`config.mk`:
```
export PLATFORM = sky130hd
export DESIGN_NAME = operand_bypass_mux_flat
export DESIGN_NICKNAME = d
export VERILOG_FILES = /design/src/rtl/operand_bypass_if.sv /design/src/rtl/operand_bypass_mux.sv /design/src/flat_wrapper.sv
export SDC_FILE = /design/constraint.sdc
export NUM_CORES = 1
export LEC_CHECK = 0
export BUFFER_PORTS_ARGS = -buffer_cell sky130_fd_sc_hd__buf_4
export CORE_MARGIN = 3
export CORE_UTILIZATION = 52
export DETAILED_ROUTE_END_ITERATION = 16
export GPL_TIMING_DRIVEN = 0
export PLACE_DENSITY = 0.95
export SLEW_MARGIN = 20
export SYNTH_ARGS = -nofsm -noshare
export SYNTH_HDL_FRONTEND = slang
export SYNTH_SLANG_ARGS = --single-unit
```
`constraint.sdc`:
```
create_clock -name clk -period 5.6 [get_ports clk]
set_input_delay 1.12 -clock clk [delete_from_list [all_inputs] [get_ports clk]]
set_output_delay 1.12 -clock clk [all_outputs]
set_load 0.01 [all_outputs]
```
`src/rtl/operand_bypass_if.sv`:
```
// Bundle of ID-stage operand request, pipeline result buses and resolved
// operand outputs for operand_bypass_mux.
//   master : ID/pipeline side; drives the request and forwarding sources
//   slave  : the bypass mux; returns stall_o, op_o and op_valid_o
interface operand_bypass_if #(
   parameter int unsigned DATA_W = 32,
   parameter int unsigned REG_AW = 5,
   parameter int unsigned NUM_RD = 2
);
   logic                     id_valid_i;
   logic                     flush_i;
   logic [NUM_RD-1:0]        rd_use_i;
   logic [NUM_RD*REG_AW-1:0] rd_addr_i;
   logic [NUM_RD*DATA_W-1:0] rf_data_i;
   logic                     id_wen_i;
   logic [REG_AW-1:0]        id_dst_i;
   logic                     id_is_load_i;
   logic [DATA_W-1:0]        ex_result_i;
   logic [DATA_W-1:0]        mem_result_i;
   logic [DATA_W-1:0]        wb_data_i;
   logic                     stall_o;
   logic [NUM_RD*DATA_W-1:0] op_o;
   logic                     op_valid_o;

   modport master (
      output id_valid_i, flush_i, rd_use_i, rd_addr_i, rf_data_i,
             id_wen_i, id_dst_i, id_is_load_i,
             ex_result_i, mem_result_i, wb_data_i,
      input  stall_o, op_o, op_valid_o
   );

   modport slave (
      input  id_valid_i, flush_i, rd_use_i, rd_addr_i, rf_data_i,
             id_wen_i, id_dst_i, id_is_load_i,
             ex_result_i, mem_result_i, wb_data_i,
      output stall_o, op_o, op_valid_o
   );
endinterface

```
`src/rtl/operand_bypass_mux.sv`:
```
// ID/EX operand bypass: per read port picks EX result, MEM result, WB data
// or register-file data (youngest producer first), registers the operands
// into EX and raises a one-cycle load-use stall.
// Ports:
//   clk, rst_n : clock, asynchronous active-low reset
//   bus        : operand_bypass_if slave (request, forwarding sources,
//                stall_o combinational, op_o/op_valid_o registered)
module operand_bypass_mux #(
   parameter int unsigned DATA_W = 32,
   parameter int unsigned REG_AW = 5,
   parameter int unsigned NUM_RD = 2
) (
   input logic              clk,
   input logic              rst_n,
   operand_bypass_if.slave  bus
);

   // Load flag is only consulted while the producer sits in EX; once it has
   // reached MEM the load data is on mem_result_i and forwards normally.
   typedef struct packed {
      logic              valid;
      logic [REG_AW-1:0] dst;
      logic              is_load;
   } ex_slot_t;

   typedef struct packed {
      logic              valid;
      logic [REG_AW-1:0] dst;
   } fwd_slot_t;

   ex_slot_t                 ex_q, ex_d;
   fwd_slot_t                mem_q, wb_q;
   logic [NUM_RD*DATA_W-1:0] op_q;
   logic [NUM_RD*DATA_W-1:0] op_res_c;
   logic                     op_valid_q;
   logic [NUM_RD-1:0]        hazard_c;
   logic                     stall_c;
   logic                     issue_c;

   // Per-port resolution and load-use detection
   for (genvar k = 0; k < NUM_RD; k++) begin : g_port
      logic [REG_AW-1:0] addr;
      logic [DATA_W-1:0] res;
      logic              hit_ex, hit_mem, hit_wb;

      assign addr    = bus.rd_addr_i[k*REG_AW +: REG_AW];
      assign hit_ex  = ex_q.valid && (ex_q.dst == addr) && !ex_q.is_load;
      assign hit_mem = mem_q.valid && (mem_q.dst == addr);
      assign hit_wb  = wb_q.valid && (wb_q.dst == addr);

      assign res = (addr == '0) ? '0 :
                   hit_ex       ? bus.ex_result_i :
                   hit_mem      ? bus.mem_result_i :
                   hit_wb       ? bus.wb_data_i :
                                  bus.rf_data_i[k*DATA_W +: DATA_W];

      assign op_res_c[k*DATA_W +: DATA_W] = res;

      assign hazard_c[k] = bus.rd_use_i[k] && (addr != '0) && ex_q.valid &&
                           ex_q.is_load && (ex_q.dst == addr);
   end

   // Stall/issue decision and next EX slot; flush overrides both
   always_comb begin
      stall_c = 1'b0;
      issue_c = 1'b0;
      ex_d    = '0;
      if (bus.id_valid_i && !bus.flush_i) begin
         stall_c = |hazard_c;
         issue_c = !stall_c;
      end
      if (issue_c) begin
         ex_d.valid   = bus.id_wen_i && (bus.id_dst_i != '0);
         ex_d.dst     = bus.id_dst_i;
         ex_d.is_load = bus.id_is_load_i;
      end
   end

   // Scoreboard shift and operand register
   always_ff @(posedge clk or negedge rst_n) begin
      if (!rst_n) begin
         ex_q       <= '0;
         mem_q      <= '0;
         wb_q       <= '0;
         op_q       <= '0;
         op_valid_q <= 1'b0;
      end else begin
         ex_q       <= ex_d;
         mem_q      <= '{valid: ex_q.valid, dst: ex_q.dst};
         wb_q       <= mem_q;
         op_valid_q <= issue_c;
         if (issue_c) begin
            op_q <= op_res_c;
         end
      end
   end

   assign bus.stall_o    = stall_c;
   assign bus.op_o       = op_q;
   assign bus.op_valid_o = op_valid_q;

endmodule

```
`src/flat_wrapper.sv`:
```
// flat-port wrapper written by rule: the top's interface ports become plain ports
module operand_bypass_mux_flat 
#(
   parameter int unsigned DATA_W = 32,
   parameter int unsigned REG_AW = 5,
   parameter int unsigned NUM_RD = 2
)
  (clk, rst_n, bus_id_valid_i, bus_flush_i, bus_rd_use_i, bus_rd_addr_i, bus_rf_data_i, bus_id_wen_i, bus_id_dst_i, bus_id_is_load_i, bus_ex_result_i, bus_mem_result_i, bus_wb_data_i, bus_stall_o, bus_op_o, bus_op_valid_o);
  operand_bypass_if #(.DATA_W(DATA_W), .REG_AW(REG_AW), .NUM_RD(NUM_RD)) bus_i ();
  input logic clk;
  input logic rst_n;
  input wire logic [$bits(bus_i.id_valid_i)-1:0] bus_id_valid_i;
  input wire logic [$bits(bus_i.flush_i)-1:0] bus_flush_i;
  input wire logic [$bits(bus_i.rd_use_i)-1:0] bus_rd_use_i;
  input wire logic [$bits(bus_i.rd_addr_i)-1:0] bus_rd_addr_i;
  input wire logic [$bits(bus_i.rf_data_i)-1:0] bus_rf_data_i;
  input wire logic [$bits(bus_i.id_wen_i)-1:0] bus_id_wen_i;
  input wire logic [$bits(bus_i.id_dst_i)-1:0] bus_id_dst_i;
  input wire logic [$bits(bus_i.id_is_load_i)-1:0] bus_id_is_load_i;
  input wire logic [$bits(bus_i.ex_result_i)-1:0] bus_ex_result_i;
  input wire logic [$bits(bus_i.mem_result_i)-1:0] bus_mem_result_i;
  input wire logic [$bits(bus_i.wb_data_i)-1:0] bus_wb_data_i;
  output wire logic [$bits(bus_i.stall_o)-1:0] bus_stall_o;
  output wire logic [$bits(bus_i.op_o)-1:0] bus_op_o;
  output wire logic [$bits(bus_i.op_valid_o)-1:0] bus_op_valid_o;
  assign bus_i.id_valid_i = bus_id_valid_i;
  assign bus_i.flush_i = bus_flush_i;
  assign bus_i.rd_use_i = bus_rd_use_i;
  assign bus_i.rd_addr_i = bus_rd_addr_i;
  assign bus_i.rf_data_i = bus_rf_data_i;
  assign bus_i.id_wen_i = bus_id_wen_i;
  assign bus_i.id_dst_i = bus_id_dst_i;
  assign bus_i.id_is_load_i = bus_id_is_load_i;
  assign bus_i.ex_result_i = bus_ex_result_i;
  assign bus_i.mem_result_i = bus_mem_result_i;
  assign bus_i.wb_data_i = bus_wb_data_i;
  assign bus_stall_o = bus_i.stall_o;
  assign bus_op_o = bus_i.op_o;
  assign bus_op_valid_o = bus_i.op_valid_o;
  operand_bypass_mux #(.DATA_W(DATA_W), .REG_AW(REG_AW), .NUM_RD(NUM_RD)) u_core (.clk(clk), .rst_n(rst_n), .bus(bus_i));
endmodule
```
# After elaboration in Yosys (flattened, before gate mapping)
# Cells that the tools add are included.
dict set report totals {
  reg_bits 84
  output_inout_bits 66
}
dict set report classes {
  n_eq_ne 6
  muxes 11
  reduce_logical 27
}
# cell n
set op_table {}
lappend op_table {{2-to-1 mux 32 bit} 8}
lappend op_table {{equality test 5 bit} 6}
lappend op_table {{logical AND 1 bit} 18}
lappend op_table {{nonzero test 5 bit} 3}
lappend op_table {{zero test 5 bit} 2}
lappend op_table {{2-to-1 mux 7 bit} 1}
lappend op_table {{zero test 1 bit} 3}
lappend op_table {{2-to-1 mux 1 bit} 2}
lappend op_table {{OR reduction 2 bit} 1}

# Depth between registers and ports, before layout
dict set report logic_depth {
  ltp_word 9
  depth_mapped 8
  mapped_depth_nobuf 6
}

# Worst setup path after synthesis
# Ideal clock, no wire load.
dict set report synth_timing {
  kind {in2out}
  start {in bus_rd_addr_i[3]}
  end {out bus_stall_o}
  arrival_ns 2.213
  required_ns 4.480
  slack_ns 2.267
  path_stages 6
  n_path_buf 1
  path_cell_list {xor2_1 nor3_1 nand3_1 clkbuf_1 nor2_1 o21a_1}
}
dict set report synth_via {
  elab_chain_cells 7
  elab_cells_between_ends 8
  classes_between {1 x eq/ne; 1 x mux; 6 x reduce/logical}
}
# element line_no
set synth_lines {}
lappend synth_lines {{start, declared} flat_wrapper.sv:15} ;# input wire logic [$bits(bus_i.rd_addr_i)-1:0] bus_rd_addr_i;
lappend synth_lines {{nonzero test 5 bit} operand_bypass_mux.sv:59} ;# assign hazard_c[k] = bus.rd_use_i[k] && (addr != '0) && ex_q.valid &&
lappend synth_lines {{logical AND 1 bit (3 in series)} operand_bypass_mux.sv:59}
lappend synth_lines {{logical AND 1 bit *} operand_bypass_mux.sv:60} ;# ex_q.is_load && (ex_q.dst == addr);
lappend synth_lines {{OR reduction 2 bit *} operand_bypass_mux.sv:69} ;# stall_c = |hazard_c;
lappend synth_lines {{2-to-1 mux 1 bit *} operand_bypass_mux.sv:68} ;# if (bus.id_valid_i && !bus.flush_i) begin
lappend synth_lines {{end, declared} flat_wrapper.sv:23} ;# output wire logic [$bits(bus_i.stall_o)-1:0] bus_stall_o;
# Every way passes the cells marked *; elsewhere a longest branch is shown, timed or not.

# Worst setup path in the final report
dict set report layout_timing {
  start {in bus_rd_addr_i[1]}
  end {out bus_stall_o}
}
# The elaborated chain is that of the path after synthesis.

==> flow_metrics.tcl <==
set metrics [dict create \
    path_cells "buf_4 > xor2_1 > nor3_1 > nand3_1 > clkbuf_1 > nor2_1 > o21a_1 > buf_4" \
    layout-drive-gt1-share_pct 43.28 \
    die_y_um 110.2 \
    ys_seq_area_share_pct 37.23 \
    path_delay_family "simple AND/OR/NAND/NOR gates" \
    cts_tree "built" \
    synthTopCellsByArea "dfrtp_1 (37%), o221ai_1 (9.9%), a221oi_2 (8.0%)" \
    post_drt_via_cell_ratio 7.143 \
    stdcell_count 954 \
    synthTopCellsByCount "dfrtp_1 (84), o221ai_1 (64), clkbuf_1 (40)" \
    area_delta_synth_final_pct 39.32 \
    p_per_area_mw_per_mm2 209.9 \
    finalClockSkew_ns 0.01583 \
    cts.repair.resized 0 \
    crit_path_start_kind "input pin" \
    r2r_start "u_core.wb_q[4]$_DFF_PN0_" \
    cts_buffers 9 \
    path_clk_slew_ns 0.08 \
    synth-warning-count 0 \
    fmax_ghz 0.2481 \
    numPortBuffers 248 \
    hold_class "flip-flop to flip-flop" \
    ant_nets 0 \
    htree_num_levels 3 \
    drt_first_pass_iters 6 \
    slew_headroom_pct 45.97 \
    path_max_fanout 10 \
    dp.cells 938 \
    rsz0062_at_grt "false" \
    cts_hold_buf 0 \
    grt_max_degree 85 \
    post-cts-setup-buffers 0 \
    post-route-drc-count 0 \
    maxCapViolCount 0 \
    period_minus_slack_ns 4.031 \
    grt_overflow 0 \
    syn-instance-count 554 \
    antenna_found_initial 0 \
    leakage_nw 3.603 \
    status "finished, final reports clean" \
    initial_utilization_pct 53.96 \
    min_from "u_core.ex_q[4]$_DFF_PN0_" \
    final_hold_viol_count 0 \
    cts_buffer_depth 2 \
    rr_endpoint "u_core.bus.op_o[18]$_DFFE_PN0P_" \
    synth_top_area_share_pct 37.23 \
    grt_pass1_wl_mm 34.75 \
    async_reset_ff_share_pct 100.0 \
    core.rowCount 37 \
    fillers 732 \
    crit_arrival_ns 2.91 \
    seq_area_sq_mm 0.002102 \
    crit_type "input pin to primary output" \
    fin_crit_sh_pct 71.98 \
    dieWidth_um 110.2 \
    ys_types 32 \
    avgSynthCellArea_sq_um 10.19 \
    tightest_slew_ns 0.8105 \
    netlist_area_sq_mm 0.005645 \
    critPathSlowestCell "clkbuf_1" \
    critPathCaptureType "primary output" \
    cts_sinks 84 \
    cpMostUsedCell "buf_4" \
    ir_drop_v 0.0001407 \
    critPathBufInv 3 \
    min_to "u_core.mem_q[3]$_DFF_PN0_" \
    nets 996 \
    synth_seq_cells 84 \
    routedWlPerCell_um 24.83 \
    yosys.area.top_type "dfrtp_1" \
    worst-endpoint-required_ns 4.48 \
    place.gp.congestion 0.9447 \
    grt_pass1_vias 6671 \
    cts_root_buf "clkbuf_8" \
    synth_nets 737 \
    die-area_sq_mm 0.01214 \
    track_usage_pct 37.22 \
    diodes 0 \
    drv_slew 0 \
    tns_ns 0 \
    vias 6814 \
    max_stage_delay_ns 0.37 \
    rrSetupSlack_ns 3.07 \
    drt-initial-drc-count 949 \
    min_delay_path_depth 0 \
    dp_hpwl_mm 16.96 \
    post-synth-top-count-cell "dfrtp_1" \
    fp.coreArea_sq_mm 0.01046 \
    synth_top_flop_cell "dfrtp_1" \
    worst_r2r_path_depth 7 \
    insertion_delay_ns 0.36 \
    io_pins 249 \
    setup_viol 0 \
    drt-total-wl_mm 23.69 \
    multi_input_area_sq_mm 0.003206 \
    synth-edff-count 0 \
]
## cell usage in the layout (no fill, tap or decap), drive strengths merged, types with 2 or more instances in the layout
| cell | instances |
|---|---|
| buf | 273 |
| clkinv | 3 |
| nand4 | 2 |
| a22oi | 32 |
| inv | 6 |
| xnor2 | 10 |
| nor3 | 38 |
| a221oi | 64 |
| nand2 | 6 |
| or2 | 32 |
| nand3 | 8 |
| a221o | 32 |
| o31ai | 32 |
| nor2 | 12 |
| and3 | 3 |
| o221ai | 64 |
| xor2 | 20 |
| dfrtp | 84 |
| nor4 | 2 |
| and2 | 35 |
| clkbuf | 51 |
## power breakdown
part | internal (mW) | switching, mW
Clock | 0.205 | 0.237
Sequential | 0.673 | 0.0536
Combinational | 0.262 | 0.220
Total | 1.14 | 0.511
## stage by stage
| stage | total power, mW | hold slack [ns] | utilization (%) | instance area, sq um | setup slack [ns] |
|---|---|---|---|---|---|
| after floorplan | 0.9267 | 0.3981 | - | 5645 | 2.267 |
| after CTS | 1.634 | 0.4432 | 75.14 | 7861 | 1.630 |
| after global routing | 1.705 | 0.4536 | 75.17 | 7865 | 1.491 |
| final | 1.651 | 0.4450 | 75.17 | 7865 | 1.569 |
| after global placement | 1.195 | 0.4097 | 73.38 | 7677 | 1.732 |
| after detailed placement | 1.211 | 0.4236 | 73.38 | 7677 | 1.667 |
## flip-flops by register name, summed over array words and instances (netlist names)
register and cells:
u_core.bus.op_valid_o 1, u_core.mem_q 6, u_core.ex_q 7, u_core.wb_q 6
u_core.bus.op_o 64
## cells by family (layout without fill, tap and decap cells)
family / after synthesis / in the layout / share of synthesized area (%)
flops: 84 / 84 / 37.23
compound gates: 227 / 227 / 37.81
buf+inv: 71 / 335 / 5.984
simple gates: 142 / 142 / 14.32
xor+xnor: 30 / 30 / 4.654
## worst max path at each step
stage                          start           to  slack [ns]  depth (start not counted)
floorplan           bus_rd_addr_i[3]  bus_stall_o        2.27                          6
global placement    bus_rd_addr_i[3]  bus_stall_o        1.73                          8
detailed placement  bus_rd_addr_i[3]  bus_stall_o        1.67                          8
CTS                 bus_rd_addr_i[1]  bus_stall_o        1.63                          8
global route        bus_rd_addr_i[1]  bus_stall_o        1.49                          8
finish              bus_rd_addr_i[1]  bus_stall_o        1.57                          8
## worst register-to-register path: stages, from the launching register on
cell,delay (ns)
dfrtp_1,0.42
xnor2_1,0.15
nand3_1,0.12
nor3_2,0.49
nand2_1,0.30
clkbuf_1,0.31
a221oi_1,0.51
o31ai_1,0.12
## metal layers
metal / track usage (%) / share of wire (%) / up-vias
met5: 0 / 0 / -
met4: 20.58 / 4.4 / 0
met3: 7.397 / 14 / 122
met2: 59.75 / 47 / 665
met1: 47.09 / 35 / 3220
li1: - / - / 2807
## area by class of cell
cell class              instances  share of cell area, %
well taps                     136                  2.164
plain buffers                  65                  4.009
clock buffers                  11                  1.670
inverters                       6                 0.2864
multi-input cells             399                  40.76
flip-flops and latches         84                  26.73
repair buffers                248                  23.72
clock inverters                 5                 0.6682
No activity file was read; power rests on OpenSTA's default activity.
